File: src/rtl/mem_arbiter_pkg.sv
// mem_arb_pkg: shared types and widths for the memory arbiter slice.
// Contents:
//   WORD_SIZE / BLOCK_SIZE - address/word width and block width
//   state_t  - arbiter FSM states {IDLE, BUSY, DONE}
//   owner_t  - current transaction owner {OWN_NONE, OWN_I, OWN_D}
//   op_t     - latched operation {OP_READ, OP_WRITE}
// Optional build macro used by the slice: MEM_ARBITER_ROUND_ROBIN_EN.
package mem_arb_pkg;

  localparam int WORD_SIZE  = 16;
  localparam int BLOCK_SIZE = 64;

  typedef enum logic [1:0] {IDLE, BUSY, DONE} state_t;

  typedef enum logic [1:0] {OWN_NONE, OWN_I, OWN_D} owner_t;

  typedef enum logic {OP_READ, OP_WRITE} op_t;

endpackage

File: src/rtl/mem_arbiter_if.sv
// mem_arbiter_if: bundle of the Icache, Dcache and memory-side signals.
// Ports carried:
//   Icache : i_readM, i_address (requests) / i_ack, i_data (responses)
//   Dcache : d_readM, d_writeM, d_address, d_wdata (requests) / d_ack, d_data
//   Memory : m_read, m_write, m_address, m_wdata (to memory) / m_rdata (from memory)
//   Status : busy
// Modports:
//   master - the arbiter view (drives acks, read data and the memory strobes)
//   slave  - the environment view (caches and memory model)
interface mem_arbiter_if;
  import mem_arb_pkg::*;

  logic                  i_readM;
  logic [WORD_SIZE-1:0]  i_address;
  logic                  i_ack;
  logic [BLOCK_SIZE-1:0] i_data;

  logic                  d_readM;
  logic                  d_writeM;
  logic [WORD_SIZE-1:0]  d_address;
  logic [BLOCK_SIZE-1:0] d_wdata;
  logic                  d_ack;
  logic [BLOCK_SIZE-1:0] d_data;

  logic                  m_read;
  logic                  m_write;
  logic [WORD_SIZE-1:0]  m_address;
  logic [BLOCK_SIZE-1:0] m_wdata;
  logic [BLOCK_SIZE-1:0] m_rdata;

  logic                  busy;

  modport master (
    input  i_readM, i_address, d_readM, d_writeM, d_address, d_wdata, m_rdata,
    output i_ack, i_data, d_ack, d_data, m_read, m_write, m_address, m_wdata, busy
  );

  modport slave (
    output i_readM, i_address, d_readM, d_writeM, d_address, d_wdata, m_rdata,
    input  i_ack, i_data, d_ack, d_data, m_read, m_write, m_address, m_wdata, busy
  );

endinterface

File: src/rtl/mem_arbiter_grant.sv
// mem_arb_grant: combinational choice of which cache wins the memory port.
// Ports:
//   i_iReq     - Icache has a pending block read
//   i_dReq     - Dcache has a pending block read or write-back
//   i_lastWasD - last grant went to the Dcache (only with MEM_ARBITER_ROUND_ROBIN_EN)
//   o_grant    - OWN_NONE, OWN_I or OWN_D
// Build option MEM_ARBITER_ROUND_ROBIN_EN: alternate on contention instead
// of giving the Dcache fixed priority.
module mem_arb_grant
  import mem_arb_pkg::*;
(
  input  logic   i_iReq,
  input  logic   i_dReq,
`ifdef MEM_ARBITER_ROUND_ROBIN_EN
  input  logic   i_lastWasD,
`endif
  output owner_t o_grant
);

  // Winner selection; a lone requester always wins, contention is
  // resolved either by alternation or by Dcache priority.
  always_comb begin
    o_grant = OWN_NONE;
`ifdef MEM_ARBITER_ROUND_ROBIN_EN
    if (i_iReq && i_dReq) begin
      o_grant = i_lastWasD ? OWN_I : OWN_D;
    end else if (i_dReq) begin
      o_grant = OWN_D;
    end else if (i_iReq) begin
      o_grant = OWN_I;
    end
`else
    if (i_dReq) begin
      o_grant = OWN_D;
    end else if (i_iReq) begin
      o_grant = OWN_I;
    end
`endif
  end

endmodule

File: src/rtl/mem_arbiter.sv
// mem_arbiter: shares one 64-bit block memory port between the Icache miss
// path and the Dcache miss/write-back path.
// Ports:
//   clk     - clock, all state changes on the rising edge
//   reset_n - asynchronous active-low reset
//   bus     - mem_arbiter_if.master (cache requests/acks and memory strobes)
// Parameter:
//   MEM_LATENCY - memory cycles per transaction (1..15)
// Build option MEM_ARBITER_ROUND_ROBIN_EN: alternate grants on contention
// using a one-bit last-grant pointer (reset to Icache).
module mem_arbiter
  import mem_arb_pkg::*;
#(
  parameter int MEM_LATENCY = 4
) (
  input logic           clk,
  input logic           reset_n,
  mem_arbiter_if.master bus
);

  localparam logic [3:0] LAT_M1 = 4'(MEM_LATENCY - 1);

  state_t                r_state;
  state_t                w_nextState;
  logic [3:0]            r_count;
  owner_t                r_owner;
  op_t                   r_op;
  logic [WORD_SIZE-1:0]  r_address;
  logic [BLOCK_SIZE-1:0] r_wdata;
  logic [BLOCK_SIZE-1:0] r_buffer;
  owner_t                w_grant;
  logic                  w_dReq;
  logic                  w_grantNow;

  // A simultaneous read+write from the Dcache counts as a single request
  // (it becomes a write when latched).
  assign w_dReq     = bus.d_readM | bus.d_writeM;
  assign w_grantNow = (r_state == IDLE) && (w_grant != OWN_NONE);

`ifdef MEM_ARBITER_ROUND_ROBIN_EN
  logic r_lastWasD;

  // Last-grant pointer, updated on every grant.
  always_ff @(posedge clk or negedge reset_n) begin
    if (!reset_n) begin
      r_lastWasD <= 1'b0;
    end else if (w_grantNow) begin
      r_lastWasD <= (w_grant == OWN_D);
    end
  end

  mem_arb_grant u_grant (
    .i_iReq     (bus.i_readM),
    .i_dReq     (w_dReq),
    .i_lastWasD (r_lastWasD),
    .o_grant    (w_grant)
  );
`else
  mem_arb_grant u_grant (
    .i_iReq  (bus.i_readM),
    .i_dReq  (w_dReq),
    .o_grant (w_grant)
  );
`endif

  // State register.
  always_ff @(posedge clk or negedge reset_n) begin
    if (!reset_n) begin
      r_state <= IDLE;
    end else begin
      r_state <= w_nextState;
    end
  end

  // Next-state logic: IDLE samples requests, BUSY runs the latency count
  // down to zero, DONE is the single ack cycle.
  always_comb begin
    w_nextState = r_state;
    case (r_state)
      IDLE:    if (w_grant != OWN_NONE) w_nextState = BUSY;
      BUSY:    if (r_count == 4'd0) w_nextState = DONE;
      DONE:    w_nextState = IDLE;
      default: w_nextState = IDLE;
    endcase
  end

  // Transaction latches. Everything is captured at the grant and then held,
  // so request/address/data changes during BUSY/DONE have no effect.
  // Read transactions latch zero write data so m_wdata stays 0 on reads.
  always_ff @(posedge clk or negedge reset_n) begin
    if (!reset_n) begin
      r_count   <= 4'd0;
      r_owner   <= OWN_NONE;
      r_op      <= OP_READ;
      r_address <= '0;
      r_wdata   <= '0;
      r_buffer  <= '0;
    end else begin
      case (r_state)
        IDLE: begin
          if (w_grant != OWN_NONE) begin
            r_count <= LAT_M1;
            r_owner <= w_grant;
            if (w_grant == OWN_D) begin
              r_address <= bus.d_address;
              if (bus.d_writeM) begin
                r_op    <= OP_WRITE;
                r_wdata <= bus.d_wdata;
              end else begin
                r_op    <= OP_READ;
                r_wdata <= '0;
              end
            end else begin
              r_address <= bus.i_address;
              r_op      <= OP_READ;
              r_wdata   <= '0;
            end
          end
        end
        BUSY: begin
          if (r_count != 4'd0) begin
            r_count <= r_count - 4'd1;
          end else if (r_op == OP_READ) begin
            r_buffer <= bus.m_rdata;
          end
        end
        DONE:    r_owner <= OWN_NONE;
        default: r_owner <= OWN_NONE;
      endcase
    end
  end

  // Outputs decode straight from registered state, so an asynchronous
  // reset clears the strobes and acks at once.
  assign bus.busy      = (r_state != IDLE);
  assign bus.m_read    = (r_state == BUSY) && (r_op == OP_READ);
  assign bus.m_write   = (r_state == BUSY) && (r_op == OP_WRITE);
  assign bus.m_address = r_address;
  assign bus.m_wdata   = r_wdata;
  assign bus.i_ack     = (r_state == DONE) && (r_owner == OWN_I);
  assign bus.d_ack     = (r_state == DONE) && (r_owner == OWN_D);
  assign bus.i_data    = bus.i_ack ? r_buffer : '0;
  assign bus.d_data    = (bus.d_ack && (r_op == OP_READ)) ? r_buffer : '0;

endmodule

File: src/flat_wrapper.sv
// flat-port wrapper written by rule: the top's interface ports become plain ports
module mem_arbiter_flat import mem_arb_pkg::*;
#(
  parameter int MEM_LATENCY = 4
)
  (clk, reset_n, bus_i_readM, bus_i_address, bus_d_readM, bus_d_writeM, bus_d_address, bus_d_wdata, bus_m_rdata, bus_i_ack, bus_i_data, bus_d_ack, bus_d_data, bus_m_read, bus_m_write, bus_m_address, bus_m_wdata, bus_busy);
  mem_arbiter_if bus_i ();
  input logic clk;
  input logic reset_n;
  input wire logic [$bits(bus_i.i_readM)-1:0] bus_i_readM;
  input wire logic [$bits(bus_i.i_address)-1:0] bus_i_address;
  input wire logic [$bits(bus_i.d_readM)-1:0] bus_d_readM;
  input wire logic [$bits(bus_i.d_writeM)-1:0] bus_d_writeM;
  input wire logic [$bits(bus_i.d_address)-1:0] bus_d_address;
  input wire logic [$bits(bus_i.d_wdata)-1:0] bus_d_wdata;
  input wire logic [$bits(bus_i.m_rdata)-1:0] bus_m_rdata;
  output wire logic [$bits(bus_i.i_ack)-1:0] bus_i_ack;
  output wire logic [$bits(bus_i.i_data)-1:0] bus_i_data;
  output wire logic [$bits(bus_i.d_ack)-1:0] bus_d_ack;
  output wire logic [$bits(bus_i.d_data)-1:0] bus_d_data;
  output wire logic [$bits(bus_i.m_read)-1:0] bus_m_read;
  output wire logic [$bits(bus_i.m_write)-1:0] bus_m_write;
  output wire logic [$bits(bus_i.m_address)-1:0] bus_m_address;
  output wire logic [$bits(bus_i.m_wdata)-1:0] bus_m_wdata;
  output wire logic [$bits(bus_i.busy)-1:0] bus_busy;
  assign bus_i.i_readM = bus_i_readM;
  assign bus_i.i_address = bus_i_address;
  assign bus_i.d_readM = bus_d_readM;
  assign bus_i.d_writeM = bus_d_writeM;
  assign bus_i.d_address = bus_d_address;
  assign bus_i.d_wdata = bus_d_wdata;
  assign bus_i.m_rdata = bus_m_rdata;
  assign bus_i_ack = bus_i.i_ack;
  assign bus_i_data = bus_i.i_data;
  assign bus_d_ack = bus_i.d_ack;
  assign bus_d_data = bus_i.d_data;
  assign bus_m_read = bus_i.m_read;
  assign bus_m_write = bus_i.m_write;
  assign bus_m_address = bus_i.m_address;
  assign bus_m_wdata = bus_i.m_wdata;
  assign bus_busy = bus_i.busy;
  mem_arbiter #(.MEM_LATENCY(MEM_LATENCY)) u_core (.clk(clk), .reset_n(reset_n), .bus(bus_i));
endmodule
File: config.mk
export PLATFORM = sky130hd
export DESIGN_NAME = mem_arbiter_flat
export DESIGN_NICKNAME = d
export VERILOG_FILES = /design/src/rtl/mem_arbiter_pkg.sv /design/src/rtl/mem_arbiter_if.sv /design/src/rtl/mem_arbiter_grant.sv /design/src/rtl/mem_arbiter.sv /design/src/flat_wrapper.sv
export SDC_FILE = /design/constraint.sdc
export NUM_CORES = 1
export LEC_CHECK = 0
export BUFFER_PORTS_ARGS = -buffer_cell sky130_fd_sc_hd__buf_2
export CORE_ASPECT_RATIO = 0.9
export CORE_UTILIZATION = 23
export CTS_CLUSTER_DIAMETER = 100
export CTS_CLUSTER_SIZE = 30
export DETAILED_ROUTE_END_ITERATION = 12
export GPL_ROUTABILITY_DRIVEN = 1
export PLACE_DENSITY = 0.55
export SYNTH_ARGS = -nofsm -noshare
export SYNTH_HDL_FRONTEND = slang
export SYNTH_SLANG_ARGS = --single-unit
File: constraint.sdc
create_clock -name clk -period 3.16 [get_ports clk]
set_input_delay 0.158 -clock clk [delete_from_list [all_inputs] [get_ports clk]]
set_output_delay 0.158 -clock clk [all_outputs]
set_load 0.01 [all_outputs]
; Yosys cells after proc, flatten, opt, wreduce, memory -nomap -nowiden
; Index checks and enable logic that the tools add are counted.
[op_classes]
n_addsub = 1
n_eq_ne = 8
mux = 17
bitwise_logic = 4
reduce_logical = 16
[ops]
columns = cell, n
row1 = 64-bit two-way mux, 4
row2 = 16-bit two-way mux, 1
row3 = 2-bit two-way mux, 4
row4 = 4-bit two-way mux, 2
row5 = 2-bit one-hot mux with 2 select lines, 2
row6 = 4-bit one-hot mux with 2 select lines, 1
row7 = "2-bit == test, second input constant", 3
row8 = 2-bit AND reduction, 3
row9 = 3-bit AND reduction, 2
row10 = 2-bit nonzero test, 3
row11 = 1-bit logical AND, 5
row12 = "2-bit by 1-bit == test with 1-bit output, second input constant", 2
row13 = 4-bit zero test, 1
row14 = "2-bit by 1-bit != test with 1-bit output, second input constant", 2
row15 = 4-bit nonzero test, 1
row16 = "4-bit by 1-bit subtractor with 4-bit output, second input constant", 1
row17 = 1-bit two-way mux, 3
row18 = 1-bit NOT, 3
row19 = 2-bit zero test, 1
row20 = "2-bit != test, second input constant", 1
row21 = 1-bit bitwise OR, 1
[word_totals]
ff_bits = 153
input_bits = 165

; Depth between registers and ports, before layout
[logic_depth]
word_depth = 5
ltp_mapped = 6
ltp_nobuf = 5

; Hierarchy
; A second synthesis with hierarchy kept.
[hier_totals]
cells_unflattened = 542
area_unflattened_um2 = 7028.0
[modules_own_cells]
columns = module, n_inst, cells_each, area_each_um2, seq_area_each_um2
row1 = mem_arbiter, 1, 540, 7006.7, 3828.7
row2 = mem_arb_grant, 1, 2, 21.3, 0.0

; Worst setup path before layout
; No wires, ideal clock.
[synth_timing]
kind = reg-to-reg
start = register u_core.r_count[0]
end = register u_core.r_buffer[0]
arrival_ps = 1597
required_ps = 3035
setup_slack_ps = 1438
stages_incl_launch_ff = 7
n_path_buf = 1
path_cell_list = dfrtp_1 inv_1 ha_1 nor3b_1 nand2_4 buf_6 mux2_4
[synth_between]
elab_chain_len = 3
[synth_lines]
columns = item, line
row1 = "start, declared", mem_arbiter.sv:25  ; logic [3:0] r_count;
row2 = "start signal, assigned", mem_arbiter.sv:122  ; r_count <= r_count - 4'd1;
row3 = 4-bit nonzero test, mem_arbiter.sv:121  ; if (r_count != 4'd0) begin
row4 = 1-bit NOT (no source line), n/a
row5 = 3-bit AND reduction (no source line), n/a
row6 = "end signal, assigned", mem_arbiter.sv:124  ; r_buffer <= bus.m_rdata;
row7 = "end, declared", mem_arbiter.sv:30  ; logic [BLOCK_SIZE-1:0] r_buffer;
; No other way between the ends.
; A chain may end at the register's enable or synchronous reset.

; Worst setup path in the final report
[layout_timing]
start = register u_core.r_state[0]
end = output port bus_i_data[22]
[layout_between]
elab_chain_len = 3
[layout_lines]
columns = item, line
row1 = "start, declared", mem_arbiter.sv:23  ; state_t r_state;
row2 = "start signal, assigned", mem_arbiter.sv:71  ; r_state <= w_nextState;
row3 = 2-bit == test, mem_arbiter.sv:140  ; assign bus.i_ack = (r_state == DONE) && (r_owner == OWN_I);
row4 = 1-bit logical AND, mem_arbiter.sv:140
row5 = 64-bit two-way mux, mem_arbiter.sv:142  ; assign bus.i_data = bus.i_ack ? r_buffer : '0;
row6 = "end, declared", flat_wrapper.sv:18  ; output wire logic [$bits(bus_i.i_data)-1:0] bus_i_data;
; No other way between the ends.

==> impl_metrics.env <==
export IMPL_globalplace_congestion=0.714
export IMPL_seq_area_frac_synth_pct=51.8
export IMPL_grt_first_pass_wirelength_um=34900
export IMPL_setup_viol_count_final=0
export IMPL_maxCapViolCount=0
export IMPL_route_top_layer_used="met4"
export IMPL_synthToLayoutAreaGrowth_pct=56.2
export IMPL_mostFrequentLayoutCell="buf_2"
export IMPL_slew_viol_final=0
export IMPL_chipWidth_um=191
export IMPL_critPathKind="register to output pin"
export IMPL_groute_usage_overall_pct=13.8
export IMPL_core_area_sq_um=31200
export IMPL_number_of_enable_type_register_cells_in_the_synthesized_netlist=0
export IMPL_slowest_delay_ps=910
export IMPL_cts_tree="built"
export IMPL_top_level_ports=378
export IMPL_tightest_slew_ps=876
export IMPL_worst_skew_pair_late_latency_ps=430
export IMPL_vias_per_instance=4.23
export IMPL_ys_seq_elements=153
export IMPL_route_layer_met1_wl_um=9960
export IMPL_finalHoldViolations=0
export IMPL_netlist_area_before_placement_sq_um=7380
export IMPL_slew_headroom_pct=41.5
export IMPL_dr_pass1_iters=5
export IMPL_detailedRoute_firstIterationViolations=191
export IMPL_post_cts_setup_buffer_count=0
export IMPL_hpwlAfterDp_um=15500
export IMPL_port_buffers=377
export IMPL_peak_ir_drop_on_the_vdd_network_v=0.000387
export IMPL_numCtsBuffers=17
export IMPL_finalCritPeriodShare_pct=82.6
export IMPL_clk_pin_slew_ps=60
export IMPL_synthesis_instances=658
export IMPL_power_leakage_nw=6.24
export IMPL_dominantRegCellSynth="dfrtp_1"
export IMPL_htreeDepth=4
export IMPL_first_global_vias=6620
export IMPL_skew_ps=18.3
export IMPL_cp_required_ps=3000
export IMPL_postLayoutSetupSlackWorst_ps=551
export IMPL_route_met2_wl_um=11100
export IMPL_period_needed_ps=2610
export IMPL_grt_antenna_before_repair=0
export IMPL_worst_setup_path_start_kind="register"
export IMPL_timing_critical_path_cells="and4bb_2, buf_4, and2_1, buf_2"
export IMPL_cts_repair_resized=0
export IMPL_cell_pwr_density_nw_per_um2=769
export IMPL_die_height_um=172
export IMPL_endpoint_kind="output pin"
export IMPL_finalNetCount=1310
export IMPL_grt_setup_unrepaired="no"
export IMPL_final_layout_size_suffix_gt1_share_pct=45.2
export IMPL_postSynthNetCount=825
export IMPL_worst_path_max_fanout=49
export IMPL_report_power_total_w=0.00887
export IMPL_synthesis_yosys_warnings=0
export IMPL_drt_wl_total_um=23000
export IMPL_outcome="finished, final reports clean"
export IMPL_antenna_cells_inserted=0
export IMPL_postRouteAntennaNets=0
export IMPL_maximum_clock_insertion_buffer_count=2
export IMPL_final_cell_mix="buf_2 (376), dfrtp_1 (153), and2_1 (129), dlygate4sd3_1 (127), nand3_1 (68)"
export IMPL_yosys_cell_types_count=33
export IMPL_achievable_frequency_ghz=0.383
export IMPL_critPathBufInv=2
export IMPL_grt_start_max_net_pins=69
export IMPL_grt_ovfl_total=0
export IMPL_fin_tns_setup_ps=0
export IMPL_path_delay_family="simple AND/OR/NAND/NOR gates"
export IMPL_route_detailed_wl_per_inst_um=14.7
export IMPL_avgSynthCellArea_sq_um=11.2
export IMPL_worst_path_max_delay_cell="and4bb_2"
export IMPL_hold_class="input pin to register"
export IMPL_wl_met3_um=1610
export IMPL_arrival_ps=2450
export IMPL_number_of_drc_violations_after_detailed_routing=0
export IMPL_core_rowCount=61
export IMPL_fp_dieArea_sq_um=32800
export IMPL_dpl_worst_slack_ps=840
export IMPL_synthArstFlopShare_pct=100
export IMPL_total_number_of_clock_tree_sinks=153
export IMPL_start_util_pct=23.7
export IMPL_dr_total_vias=6611
export IMPL_clock_root_buffer="clkbuf_16"
==> registers in the layout, summed over array words and instances, names as in the netlist <==
name	cells
u_core.bus.m_wdata	64
u_core.r_buffer	64
u_core.bus.m_address	16
u_core.r_count	4
u_core.r_owner	2
u_core.r_state	2
u_core.r_op	1
==> worst paths after layout <==
| check | startpoint | end | slack [ps] | cells after the start |
|---|---|---|---|---|
| max in group asynchronous | reset_n | u_core.bus.m_wdata[27] | 2040 | 3 |
| worst min register to register | u_core.bus.m_address[5] | u_core.bus.m_address[5] | 480 | 1 |
| min in group asynchronous | reset_n | u_core.bus.m_wdata[8] | 240 | 2 |
| worst min-delay path | bus_d_wdata[21] | u_core.bus.m_wdata[21] | 30 | 3 |
| worst max register to register | u_core.r_count[0] | u_core.r_buffer[38] | 830 | 6 |
| worst max-delay path | u_core.r_state[0] | bus_i_data[22] | 550 | 4 |
==> final cells by class <==
cell class,count,area (sq um)
Inverter,4,15.0
Clock inverter,7,115
Sequential cell,153,3830
Timing Repair Buffer,516,3280
Tap cell,409,512
Clock buffer,24,492
Multi-Input combinational cell,451,3290
Fill cell,3028,19700
==> Yosys cell counts, types with 4 or more instances <==
cell,n,area [sq um]
and2_1,129,807
buf_1,8,30.0
buf_2,7,35.0
buf_6,8,90.1
clkbuf_1,20,75.1
clkbuf_2,7,35.0
dfrtp_1,153,3830
mux2_2,35,394
mux2_4,60,901
nand2_1,64,240
nand3_1,68,340
nor2_1,4,15.0
o21ai_0,66,330
==> what timing repair did <==
item                                    4_1_cts  5_1_grt
endpoints found under the setup margin        0        0
hold endpoints to repair                    179        0
hold buffers                                127        0
==> cell families (layout without fill, tap and decap cells) <==
kind of cell	Yosys count	in the layout	share of synthesized area (%)
flops	153	153	51.8
mux	99	99	18.1
buf+inv	54	551	3.80
fa+ha+maj	2	2	0.339
simple gates	279	279	20.9
compound gates	71	71	4.96
==> layer usage <==
layer  vias to the layer above  GRT usage [%]
met1                      3144           16.3
met3                        21           4.14
met5                         -              0
met4                         0           4.77
met2                       265           23.6
li1                       3181              -
==> power breakdown <==
| group | switching (W) | internal, W | total [W] |
|---|---|---|---|
| Combinational | 0.00150 | 0.00165 | 0.00315 |
| Clock | 0.000808 | 0.00132 | 0.00213 |
| Sequential | 0.000650 | 0.00293 | 0.00358 |
| Total | 0.00296 | 0.00591 | 0.00887 |
==> tightest hold or removal path, delay by kind of cell <==
kind	cells	cell delay, ps
buffers and inverters	1	80
AND/OR/NAND/NOR	2	180
==> metrics by stage <==
stage               util (%)  cell area (sq um)  instances  hold slack (ps)
finish                  36.9              11500       1564             30.3
global route            36.9              11500       1564             32.5
CTS                     36.9              11500       1564             12.1
detailed placement      30.9               9650       1406              152
global placement        30.9               9650       1406              158
floorplan                  -               7380        658             -138
No activity file was read; power rests on OpenSTA's default activity.
